File: config.mk
export PLATFORM = sky130hd
export DESIGN_NAME = temp_sensor_reader_flat
export DESIGN_NICKNAME = d
export VERILOG_FILES = /design/src/rtl/thermo_pkg.sv /design/src/rtl/temp_sensor_reader_if.sv /design/src/rtl/spi_clk_gen.sv /design/src/rtl/temp_sensor_reader.sv /design/src/flat_wrapper.sv
export SDC_FILE = /design/constraint.sdc
export NUM_CORES = 1
export LEC_CHECK = 0
export BUFFER_PORTS_ARGS = -buffer_cell sky130_fd_sc_hd__buf_2
export CAP_MARGIN = 20
export CORE_MARGIN = 1.5
export CORE_UTILIZATION = 65
export DETAILED_ROUTE_END_ITERATION = 10
export PLACE_DENSITY = 0.88
export SYNTH_ARGS = -nofsm -noshare
export SYNTH_HDL_FRONTEND = slang
export SYNTH_SLANG_ARGS = --single-unit
File: constraint.sdc
create_clock -name clk -period 4.4 [get_ports clk]
set_clock_uncertainty 0.1 [all_clocks]
set_input_delay 0.88 -clock clk [delete_from_list [all_inputs] [get_ports clk]]
set_output_delay 0.88 -clock clk [all_outputs]
set_load 0.03 [all_outputs]
File: src/rtl/thermo_pkg.sv
// Shared definitions for the temperature sensor reader: FSM encoding and
// frame/temperature limits.
package thermo_pkg;

  typedef enum logic [2:0] {
    IDLE     = 3'd0,
    CS_SETUP = 3'd1,
    SHIFT    = 3'd2,
    CS_HOLD  = 3'd3,
    UPDATE   = 3'd4,
    ERROR    = 3'd5
  } state_t;

  localparam int FRAME_BITS = 16;
  localparam int TEMP_MAX   = 99;
  localparam int TEMP_MIN   = 0;

endpackage

File: src/rtl/temp_sensor_reader_if.sv
// Bus between the temperature reader and its surroundings: SPI pins toward the
// sensor plus the request/result signals toward the host logic.
interface temp_sensor_reader_if;

  logic       sample_now;
  logic       miso;
  logic       sclk;
  logic       cs_n;
  logic [7:0] CurrentTemp;
  logic       temp_valid;
  logic       frame_err;
  logic       busy;

  modport master (
    input  sample_now,
    input  miso,
    output sclk,
    output cs_n,
    output CurrentTemp,
    output temp_valid,
    output frame_err,
    output busy
  );

  modport slave (
    output sample_now,
    output miso,
    input  sclk,
    input  cs_n,
    input  CurrentTemp,
    input  temp_valid,
    input  frame_err,
    input  busy
  );

endinterface

File: src/rtl/spi_clk_gen.sv
// SCLK timing: half-period counter, registered sclk, rise/fall strobes and a
// bit counter that flags the falling edge closing the last bit of a frame.
module spi_clk_gen
  import thermo_pkg::*;
#(
  parameter int CLK_DIV = 50
) (
  input  logic clk,
  input  logic rst,
  input  logic clr,
  input  logic shift_en,
  output logic sclk,
  output logic half_end,
  output logic rise,
  output logic last_fall
);

  localparam int HC_W = $clog2(CLK_DIV);
  localparam int BC_W = $clog2(FRAME_BITS);
  localparam logic [HC_W-1:0] HC_MAX  = HC_W'(CLK_DIV - 1);
  localparam logic [BC_W-1:0] BC_LAST = BC_W'(FRAME_BITS - 1);

  logic [HC_W-1:0] half_cnt_reg;
  logic [BC_W-1:0] bit_cnt_reg;
  logic            sclk_reg;
  logic            fall;

  assign half_end  = (half_cnt_reg == HC_MAX);
  assign rise      = shift_en && half_end && !sclk_reg;
  assign fall      = shift_en && half_end && sclk_reg;
  assign last_fall = fall && (bit_cnt_reg == BC_LAST);
  assign sclk      = sclk_reg;

  // The half-period counter also times the chip-select setup and hold phases,
  // so it runs whenever the FSM is inside a frame, not only while shifting.
  always_ff @(posedge clk or posedge rst) begin
    if (rst) begin
      half_cnt_reg <= '0;
      bit_cnt_reg  <= '0;
      sclk_reg     <= 1'b0;
    end else if (clr) begin
      half_cnt_reg <= '0;
      bit_cnt_reg  <= '0;
      sclk_reg     <= 1'b0;
    end else begin
      half_cnt_reg <= half_end ? '0 : half_cnt_reg + 1'b1;
      if (rise) begin
        sclk_reg <= 1'b1;
      end else if (fall) begin
        sclk_reg    <= 1'b0;
        bit_cnt_reg <= bit_cnt_reg + 1'b1;
      end
    end
  end

endmodule

File: src/rtl/temp_sensor_reader.sv
// Periodically reads a 16-bit SPI temperature frame, validates it, and
// publishes the clamped integer temperature (0..99 C).
module temp_sensor_reader
  import thermo_pkg::*;
#(
  parameter int CLK_DIV       = 50,
  parameter int SAMPLE_PERIOD = 1_000_000
) (
  input logic                  clk,
  input logic                  Reset,
  temp_sensor_reader_if.master bus
);

  localparam int CNT_W = $clog2(SAMPLE_PERIOD);
  localparam logic [CNT_W-1:0]  PERIOD_LAST = CNT_W'(SAMPLE_PERIOD - 1);
  localparam logic signed [8:0] T_MAX_S     = 9'(TEMP_MAX);
  localparam logic signed [8:0] T_MIN_S     = 9'(TEMP_MIN);

  state_t                  state_reg;
  logic [CNT_W-1:0]        period_cnt_reg;
  logic [FRAME_BITS-1:0]   shift_reg;
  logic                    cs_n_reg;
  logic [7:0]              cur_temp_reg;
  logic                    temp_valid_reg;
  logic                    frame_err_reg;
  logic                    busy_reg;

  logic                    period_terminal;
  logic                    start;
  logic                    gen_clr;
  logic                    shift_en;
  logic                    half_end;
  logic                    rise;
  logic                    last_fall;
  logic                    sclk_w;

  logic signed [8:0]       t_int;
  logic [7:0]              t_clamped;
  logic                    frame_ok;

  assign period_terminal = (period_cnt_reg == PERIOD_LAST);
  assign start           = (state_reg == IDLE) && (bus.sample_now || period_terminal);
  assign gen_clr         = (state_reg == IDLE) || (state_reg == UPDATE) || (state_reg == ERROR);
  assign shift_en        = (state_reg == SHIFT);

  spi_clk_gen #(
    .CLK_DIV (CLK_DIV)
  ) u_clk_gen (
    .clk       (clk),
    .rst       (Reset),
    .clr       (gen_clr),
    .shift_en  (shift_en),
    .sclk      (sclk_w),
    .half_end  (half_end),
    .rise      (rise),
    .last_fall (last_fall)
  );

  // Integer part is bits[15:7]; fractional bits are simply dropped.
  always_comb begin
    t_int     = signed'(shift_reg[15:7]);
    frame_ok  = (shift_reg[2:0] == 3'b000);
    t_clamped = t_int[7:0];
    if (t_int < T_MIN_S) begin
      t_clamped = 8'(TEMP_MIN);
    end else if (t_int > T_MAX_S) begin
      t_clamped = 8'(TEMP_MAX);
    end
  end

  // The period counter free-runs across frames so periodic starts stay exactly
  // SAMPLE_PERIOD apart; a sample_now start re-phases it.
  always_ff @(posedge clk or posedge Reset) begin
    if (Reset) begin
      state_reg      <= IDLE;
      period_cnt_reg <= PERIOD_LAST;
      shift_reg      <= '0;
      cs_n_reg       <= 1'b1;
      cur_temp_reg   <= 8'd0;
      temp_valid_reg <= 1'b0;
      frame_err_reg  <= 1'b0;
      busy_reg       <= 1'b0;
    end else begin
      temp_valid_reg <= 1'b0;
      frame_err_reg  <= 1'b0;
      period_cnt_reg <= (start || period_terminal) ? '0 : period_cnt_reg + 1'b1;

      case (state_reg)
        IDLE: begin
          if (start) begin
            state_reg <= CS_SETUP;
            cs_n_reg  <= 1'b0;
            busy_reg  <= 1'b1;
            shift_reg <= '0;
          end
        end
        CS_SETUP: begin
          if (half_end) begin
            state_reg <= SHIFT;
          end
        end
        SHIFT: begin
          if (rise) begin
            shift_reg <= {shift_reg[FRAME_BITS-2:0], bus.miso};
          end
          if (last_fall) begin
            state_reg <= CS_HOLD;
          end
        end
        CS_HOLD: begin
          if (half_end) begin
            cs_n_reg <= 1'b1;
            if (frame_ok) begin
              state_reg      <= UPDATE;
              cur_temp_reg   <= t_clamped;
              temp_valid_reg <= 1'b1;
            end else begin
              state_reg     <= ERROR;
              frame_err_reg <= 1'b1;
            end
          end
        end
        UPDATE, ERROR: begin
          state_reg <= IDLE;
          busy_reg  <= 1'b0;
        end
        default: begin
          state_reg <= IDLE;
        end
      endcase
    end
  end

  assign bus.sclk        = sclk_w;
  assign bus.cs_n        = cs_n_reg;
  assign bus.CurrentTemp = cur_temp_reg;
  assign bus.temp_valid  = temp_valid_reg;
  assign bus.frame_err   = frame_err_reg;
  assign bus.busy        = busy_reg;

endmodule

File: src/flat_wrapper.sv
// flat-port wrapper written by rule: the top's interface ports become plain ports
module temp_sensor_reader_flat import thermo_pkg::*;
#(
  parameter int CLK_DIV       = 50,
  parameter int SAMPLE_PERIOD = 1_000_000
)
  (clk, Reset, bus_sample_now, bus_miso, bus_sclk, bus_cs_n, bus_CurrentTemp, bus_temp_valid, bus_frame_err, bus_busy);
  temp_sensor_reader_if bus_i ();
  input logic clk;
  input logic Reset;
  input wire logic [$bits(bus_i.sample_now)-1:0] bus_sample_now;
  input wire logic [$bits(bus_i.miso)-1:0] bus_miso;
  output wire logic [$bits(bus_i.sclk)-1:0] bus_sclk;
  output wire logic [$bits(bus_i.cs_n)-1:0] bus_cs_n;
  output wire logic [$bits(bus_i.CurrentTemp)-1:0] bus_CurrentTemp;
  output wire logic [$bits(bus_i.temp_valid)-1:0] bus_temp_valid;
  output wire logic [$bits(bus_i.frame_err)-1:0] bus_frame_err;
  output wire logic [$bits(bus_i.busy)-1:0] bus_busy;
  assign bus_i.sample_now = bus_sample_now;
  assign bus_i.miso = bus_miso;
  assign bus_sclk = bus_i.sclk;
  assign bus_cs_n = bus_i.cs_n;
  assign bus_CurrentTemp = bus_i.CurrentTemp;
  assign bus_temp_valid = bus_i.temp_valid;
  assign bus_frame_err = bus_i.frame_err;
  assign bus_busy = bus_i.busy;
  temp_sensor_reader #(.CLK_DIV(CLK_DIV), .SAMPLE_PERIOD(SAMPLE_PERIOD)) u_core (.clk(clk), .Reset(Reset), .bus(bus_i));
endmodule
After elaboration in Yosys (flattened, before gate mapping)
Cells that the tools add are included.
W data, S select, Z words.
{ "totals": {"wordCells": 85, "input_bits": 4, "regBits": 62, "mem_bits_ro": 0, "latchBits": 0, "mem_count": 0, "ram_bits": 0} }
{ "op_classes": {"n_lt_le_gt_ge": 2, "div": 0, "bitwise_logic": 0, "n_shift": 0, "mux": 31, "n_eq_ne": 14, "n_addsub": 3, "n_mul": 0, "n_reduce_logical": 24} }
{ "ops": {"columns": ["op", "n"], "rows": [
  ["$mux W16", 2],
  ["$pmux W16 S2", 1],
  ["$add A20 B1 Y20 const B", 1],
  ["$eq A20 B20 Y1 const B", 1],
  ["$mux W20", 1],
  ["$mux W8", 2],
  ["$mux W1", 13],
  ["$mux W3", 4],
  ["$mux W4", 3],
  ["$mux W6", 2],
  ["$pmux W3 S4", 1],
  ["$gt A9 B8 Y1 const B", 1],
  ["$lt A9 B1 Y1 const B", 1],
  ["$reduce_and A3 Y1", 3],
  ["$ne A2 B1 Y1 const B", 4],
  ["$reduce_bool A2 Y1", 4],
  ["$add A6 B1 Y6 const B", 1],
  ["$eq A3 B2 Y1 const B", 2],
  ["$eq A3 B3 Y1 const B", 2],
  ["$eq A6 B6 Y1 const B", 1],
  ["$logic_not A3 Y1", 2],
  ["$logic_and A1 B1 Y1", 5],
  ["$add A4 B1 Y4 const B", 1],
  ["$eq A4 B4 Y1 const B", 1],
  ["9 further kinds", 15]
]} }

Longest topological paths before layout
Gate-level depths: netlist of run 1.
{ "logic_depth": {"ltp_word": 6, "mapped_depth": 8, "ltp_nobuf": 7} }

Cells and area by module
A second synthesis of run 1 with hierarchy kept.
{ "unflattened": {"cells_unflattened": 285, "area_unflattened_um2": 2962.8} }
{ "modules_own_cells": {"columns": ["module", "cells_each", "n_inst", "area_each_um2", "seq_area_each_um2"], "rows": [
  ["temp_sensor_reader", 226, 1, 2392.3, 1292.5],
  ["spi_clk_gen", 59, 1, 570.5, 275.3]
]} }

Worst setup path after synthesis of run 1
Ideal clock, no wire load.
{ "synth_timing": {"path_type": "input to register", "from": "input bus_sample_now", "to": "register u_core.shift_reg[0]", "path_buffers": 1, "stages": 4, "slack_ps": 2507, "t_arrival_ps": 1714, "path_cell_list": "a32o_1 > a21oi_4 > buf_12 > mux2i_1"} }
{ "synth_between": {"elab_chain_cells": 4} }
{ "synth_rtl": {"columns": ["item", "line", "rtl"], "rows": [
  ["from (decl)", "flat_wrapper.sv:11", "input wire logic [$bits(bus_i.sample_now)-1:0] bus_sample_now;"],
  ["$logic_or A1 B1 Y1", "temp_sensor_reader.sv:42", "assign start = (state_reg == IDLE) && (bus.sample_now || period_terminal);"],
  ["$logic_and A1 B1 Y1", "temp_sensor_reader.sv:42", null],
  ["$ne A2 B1 Y1 (no line)", null, null],
  ["$reduce_and A3 Y1 (no line)", null, null],
  ["to (signal assigned)", "temp_sensor_reader.sv:104", "shift_reg <= {shift_reg[FRAME_BITS-2:0], bus.miso};"],
  ["to (decl)", "temp_sensor_reader.sv:21", "logic [FRAME_BITS-1:0] shift_reg;"]
]} }
Every way passes these cells.
A chain may end at the register's enable or synchronous reset.

Final worst setup path of run 1
{ "layout_timing": {"from": "register u_core.state_reg[2]", "to": "register u_core.shift_reg[10]"} }
{ "layout_between": {"elab_chain_cells": 5, "word_cells_on_any_way": 10, "classes_between": "eq/ne: 3; mux: 1; reduce/logical: 6"} }
{ "layout_rtl": {"columns": ["item", "line", "rtl"], "rows": [
  ["from (decl)", "temp_sensor_reader.sv:19", "state_t state_reg;"],
  ["from (signal assigned)", "temp_sensor_reader.sv:75", "state_reg <= IDLE;"],
  ["from (signal assigned)", "temp_sensor_reader.sv:91", "state_reg <= CS_SETUP;"],
  ["from (signal assigned)", "temp_sensor_reader.sv:99", "state_reg <= SHIFT;"],
  ["$eq A3 B2 Y1", "temp_sensor_reader.sv:44, temp_sensor_reader.sv:88", null],
  ["$logic_and A1 B1 Y1 (2 in a row)", "spi_clk_gen.sv:29", "assign rise = shift_en && half_end && !sclk_reg;"],
  ["$ne A2 B1 Y1 (no line)", null, null],
  ["$reduce_and A3 Y1 (no line)", null, null]
]} }
Several ways; a longest one is shown, not always the timed one.

==> impl_metrics.toml, run 1 <==
[run_status]
status = "completed"

[floorplanning]
rows = 24
initial_utilization_pct = 68.2
die_area_mm2 = 0.00502
top_level_ports = 17
core_area_mm2 = 0.00438
die_w_um = 70.8
die_h_um = 70.8

[grt]
grt_max_degree = 52
grt_pass1_vias = 2045
overflow = 0
grt_first_pass_wirelength_um = 9360
grt_use_total_pct = 24.3
antenna_found_initial = 0

[setup_path]
worstPathRequired_ns = 4.56
crit_fanout = 20
regToRegSetupSlack_ns = 2.15
r2r_start = "u_core.state_reg[2]"
cp-startpoint = "u_core.state_reg[2]"
cp-end-kind = "flip-flop"
cp.arrival_ns = 2.41
worstSetupPathType = "flip-flop to flip-flop"
setup.worst_path.start_class = "flip-flop"

[sta]
setup_viol = 0
rsz0062_at_grt = "no"
tightest_slew_ns = 0.692
worst_slack_ns = 2.15
fin_crit_sh_pct = 51.0
fin_setup_tns_ns = 0
timing.slew.headroom_pct = 53.8
finalHoldViolations = 0
final_max_slew_viol_count = 0
fin_crit_ns = 2.25
fmax_mhz = 445

[place]
placed_cell_area_mm2 = 0.00308
gp_congestion = 0.844
numPortBuffers = 16
pre_cts_ws_ns = 2.11
dpl.hpwl_um = 3460

[route]
viasPerCell = 5.69
wl_per_cell_um = 14.7
vias = 2026
ant_nets = 0
first_pass_iters = 4
drt_iter0_drc = 127
drcViolationCount = 0
wl_um = 5230

[yosys]
yosys.area.top_type = "dfrtp_1"
syn_nets = 287
async_flop_share_pct = 100
synth_commonest_cells = "dfrtp_1 (49), nor2_1 (41), nand2_1 (28)"
synth_top_area_share_pct = 41.0
yosys_warnings = 0
ys_types = 52
ys_seq_area_share_pct = 52.4
netlist_area_mm2 = 0.00299
netlist_instances = 279
ys_ff_latch = 62
synth_area_per_cell_um2 = 10.7
synthFlopType = "dfrtp_1"
synth.top_cells.by_area = "dfrtp_1 (41%), dfstp_2 (11%), mux2i_1 (5.7%), nor2_1 (5.1%), xor2_1 (5.0%)"
yosysMostFrequentCell = "dfrtp_1"
synth_edf_count = 0

[layout]
fin_area_mm2 = 0.00328
largest_reg_flops = 20
drive_above_1_share_pct = 22.0
nFillCells = 304
final_net_count = 307
area_delta_synth_final_pct = 9.66
antennaDiodeCount = 0

[clocking]
cts_tree = "yes"
cts.sinks = 62
clk_latency_ns = 0.34
cts_max_level = 3
clk_path_buf_depth = 2
numCtsBuffers = 9
cts_root_buffer = "clkbuf_8"
post_cts_buffers = 0
hold_buffers = 0
cts-resized-gates = 0
path_clk_slew_ns = 0.07

[power_and_ir_drop]
power.density_mw_per_mm2 = 317
ir_worst_vdd_v = 0.000225
p_leak_nw = 1.64

[min_path]
hold_class = "flip-flop to flip-flop"
hp-start = "u_core.bus.CurrentTemp[5]"

[flow_run]
maxCapViolCount = 0
==> kinds of logic after synthesis <==
family                     after synthesis  share of synthesized area [%]
DFF                                     62                           52.4
buffers and inverters                   32                           5.31
AOI/OAI and AO/OA                       21                           5.19
xor gates and xnor gates                26                           7.61
and+or+nand+nor                        115                           21.4
muxes                                   19                           6.44
adders and majority gates                4                           1.67
==> power by group <==
part | total (W) | internal (W) | switching (W)
Combinational | 0.0000157 | 0.00000347 | 0.0000122
Clock | 0.000453 | 0.000222 | 0.000231
Sequential | 0.000570 | 0.000570 | 0
==> cell type report <==
type	instances	area, um2	share of cell area [%]
clock buffers	10	138	4.20
clock inverters	6	47.5	1.45
inverters	22	82.6	2.52
multi-input cells	185	1260	38.6
flip-flops and latches	62	1570	47.8
well taps	52	65.1	1.98
repair buffers	19	115	3.51
==> critical path: stages (launching register included) <==
cell and delay (ns):
dfrtp_1 0.46, nand2b_4 0.20, nor2_1 0.06, buf_4 0.21
a32o_1 0.31, a21oi_4 0.55, mux2i_1 0.27
==> metrics by stage <==
step           hold slack (ns)  utilization [%]  std cells  power, W
6_report                 0.377             74.8        356   0.00104
5_1_grt                  0.422             74.8        356   0.00108
4_1_cts                  0.383             74.4        355   0.00105
3_5_place_dp             0.365             70.1        339  0.000595
3_3_place_gp             0.359             70.1        339  0.000594
2_1_floorplan            0.361                -        279  0.000589
==> cell usage in the layout (no fill, tap or decap), types with 3 or more instances in the layout <==
master,count
o21ai_0,3
xor2_1,17
inv_1,21
nor3_1,3
a21oi_1,4
nand3_1,11
dfstp_2,13
buf_2,16
nand2_1,28
a22o_1,3
nand4_1,6
clkbuf_8,10
ha_1,4
nor2_1,41
clkinv_4,4
mux2i_1,17
dfrtp_1,49
xnor2_1,9
==> path summary, 6_finish.rpt <==
check	end	depth (start not counted)
min in group asynchronous	u_core.u_clk_gen.half_cnt_reg[5]	2
hold reg to reg	u_core.bus.CurrentTemp[5]	2
max in group asynchronous	u_core.shift_reg[2]	4
setup / recovery	u_core.shift_reg[10]	6
hold / removal	u_core.bus.CurrentTemp[5]	2
setup reg to reg	u_core.shift_reg[10]	6
==> metal layers <==
layer	part of all wire (%)	global-route usage, %	vias up
li1	-	-	978
met1	46	32.9	994
met2	47	36.3	42
met3	3.5	6.70	12
met4	2.7	12.2	0
met5	0	0	-
Power figures use the tool's default switching activity.
==> inputs of run 2 (changes only) <==
--- a/config.mk
+++ b/config.mk
@@ -8,9 +8,9 @@
 export BUFFER_PORTS_ARGS = -buffer_cell sky130_fd_sc_hd__buf_2
 export CAP_MARGIN = 20
 export CORE_MARGIN = 1.5
-export CORE_UTILIZATION = 65
+export CORE_UTILIZATION = 60
 export DETAILED_ROUTE_END_ITERATION = 10
-export PLACE_DENSITY = 0.88
+export PLACE_DENSITY = 0.83
 export SYNTH_ARGS = -nofsm -noshare
 export SYNTH_HDL_FRONTEND = slang
 export SYNTH_SLANG_ARGS = --single-unit
==> constraint.sdc (replaced) <==
create_clock -name clk -period 2.2 [get_ports clk]
set_clock_uncertainty 0.1 [all_clocks]
set_input_delay 0.44 -clock clk [delete_from_list [all_inputs] [get_ports clk]]
set_output_delay 0.44 -clock clk [all_outputs]
set_load 0.03 [all_outputs]
==> impl_metrics.toml, run 2 (synthesis gave the netlist of run 1 again) <==
[clocking]
hold_buffers = 0
clk_path_buf_depth = 2
cts-resized-gates = 0
numCtsBuffers = 9
cts_root_buffer = "clkbuf_8"
cts_tree = "yes"
cts.sinks = 62
post_cts_buffers = 0
clk_latency_ns = 0.35
path_clk_slew_ns = 0.07
cts_max_level = 3

[layout]
mostFrequentLayoutCells = "dfrtp_1 (49), nor2_1 (41), nand2_1 (28), inv_1 (21)"
largest_reg_flops = 20
area_delta_synth_final_pct = 14.6
nFillCells = 332
antennaDiodeCount = 0
multi_input_area_mm2 = 0.00126
layout_commonest_cell = "dfrtp_1"
final_net_count = 311
finish.utilization_pct = 72.1
seqCellArea_mm2 = 0.00157
drive_above_1_share_pct = 23.1

[grt]
grt_max_degree = 25
grt_first_pass_wirelength_um = 8930
overflow = 0
grt_use_total_pct = 22.5
antenna_found_initial = 0
grt_pass1_vias = 1945

[sta]
finalHoldViolations = 0
final_max_slew_viol_count = 0
rsz0062_at_grt = "no"
fin_crit_ns = 1.98
fin_setup_tns_ns = 0
fin_crit_sh_pct = 90.0
timing.slew.headroom_pct = 65.6
setup_viol = 0
tightest_slew_ns = 0.512
fmax_mhz = 505
worst_slack_ns = 0.219

[place]
gp_congestion = 0.769
pre_cts_ws_ns = 0.248
numPortBuffers = 16
dpl.hpwl_um = 3590

[setup_path]
cp-end-kind = "flip-flop"
setup.worst_path.start_class = "flip-flop"
path_cells = "inv_1 -> ha_1 -> nand4b_4 -> nor4b_4 -> nand2_2 -> inv_1 -> mux2_2"
worstPathRequired_ns = 2.33
cp_common_cell = "inv_1"
cp.arrival_ns = 2.11
crit_fanout = 4
crit_buf_inv = 2
cp_top_family = "simple AND/OR/NAND/NOR gates"
critical-path-slowest-cell = "dfrtp_1"
critPathMaxStageDelay_ns = 0.40
worstSetupPathType = "flip-flop to flip-flop"

[power_and_ir_drop]
p_total_w = 0.00252
ir_worst_vdd_v = 0.000543
p_sw_share_pct = 18.9
power.density_mw_per_mm2 = 736
p_seq_share_pct = 45.3
p_leak_nw = 1.70
p_clk_share_pct = 53.6
internal_power_w = 0.00204
combPwrFrac_pct = 1.2
p_sw_w = 0.000478

[route]
first_pass_iters = 4
wl_met2_um = 2560
top_layer_used = "met4"
wl_met3_um = 143
wl_per_cell_um = 14.1
vias = 2020
ant_nets = 0
viasPerCell = 5.39
drt_iter0_drc = 154
drcViolationCount = 0
wl_um = 5290
wl_met1_um = 2460

[flow_run]
maxCapViolCount = 0

[floorplanning]
core_area_mm2 = 0.00475
die_area_mm2 = 0.00542
top_level_ports = 17
die_h_um = 73.6
die_w_um = 73.6
initial_utilization_pct = 62.9
rows = 25

[run_status]
status = "completed"

[min_path]
hold_class = "input pin to async pin"
==> run 2: cell count changes in the layout (fill, tap and decap cells not counted), sizes merged <==
cell / previous run / this run
clkinv: 5 / 1
buf: 19 / 23
bufinv: 0 / 4
==> run 2: final timing paths <==
path                                             startpoint                        end  slack [ns]  depth (start not counted)
min                                                   Reset  u_core.bus.CurrentTemp[7]        0.01                          2
min reg2reg                       u_core.bus.CurrentTemp[7]  u_core.bus.CurrentTemp[7]        0.38                          1
max in group asynchronous                             Reset   u_core.period_cnt_reg[4]        1.31                          3
min in group clk                                   bus_miso        u_core.shift_reg[0]        0.23                          3
max                        u_core.u_clk_gen.half_cnt_reg[1]  u_core.bus.CurrentTemp[1]        0.22                          7
max reg2reg                u_core.u_clk_gen.half_cnt_reg[1]  u_core.bus.CurrentTemp[1]        0.22                          7
==> run 2: power groups by stage <==
stage / sequential (W) / clock, W / combinational, W
final: 0.00114 / 0.00135 / 0.0000301
after CTS: 0.00114 / 0.00136 / 0.0000322
after floorplan: 0.00116 / 0 / 0.0000166
after global routing: 0.00114 / 0.00141 / 0.0000365
after global placement: 0.00116 / 0 / 0.0000317
after detailed placement: 0.00116 / 0 / 0.0000321
==> run 2: area by class of cell <==
type	instances	area share (%)
Clock inverter	6	3.87
Tap cell	67	2.45
Sequential cell	62	45.7
Inverter	22	2.41
Timing Repair Buffer	23	4.60
Clock buffer	10	4.02
Multi-Input combinational cell	185	36.9
==> run 2: stage by stage <==
stage | std cells | area (um2) | hold WS (ns)
floorplan | 279 | 2990 | 0.361
global placement | 359 | 3160 | 0.362
detailed placement | 359 | 3160 | 0.369
CTS | 375 | 3430 | 0.0371
global route | 375 | 3430 | 0.0739
finish | 375 | 3430 | 0.0145
==> run 2: layer usage <==
metal  vias to the layer above  GRT usage, %
met5                         -             0
met4                         0          12.3
met3                        10          5.35
met2                        27          33.9
met1                      1004          30.0
li1                        979             -
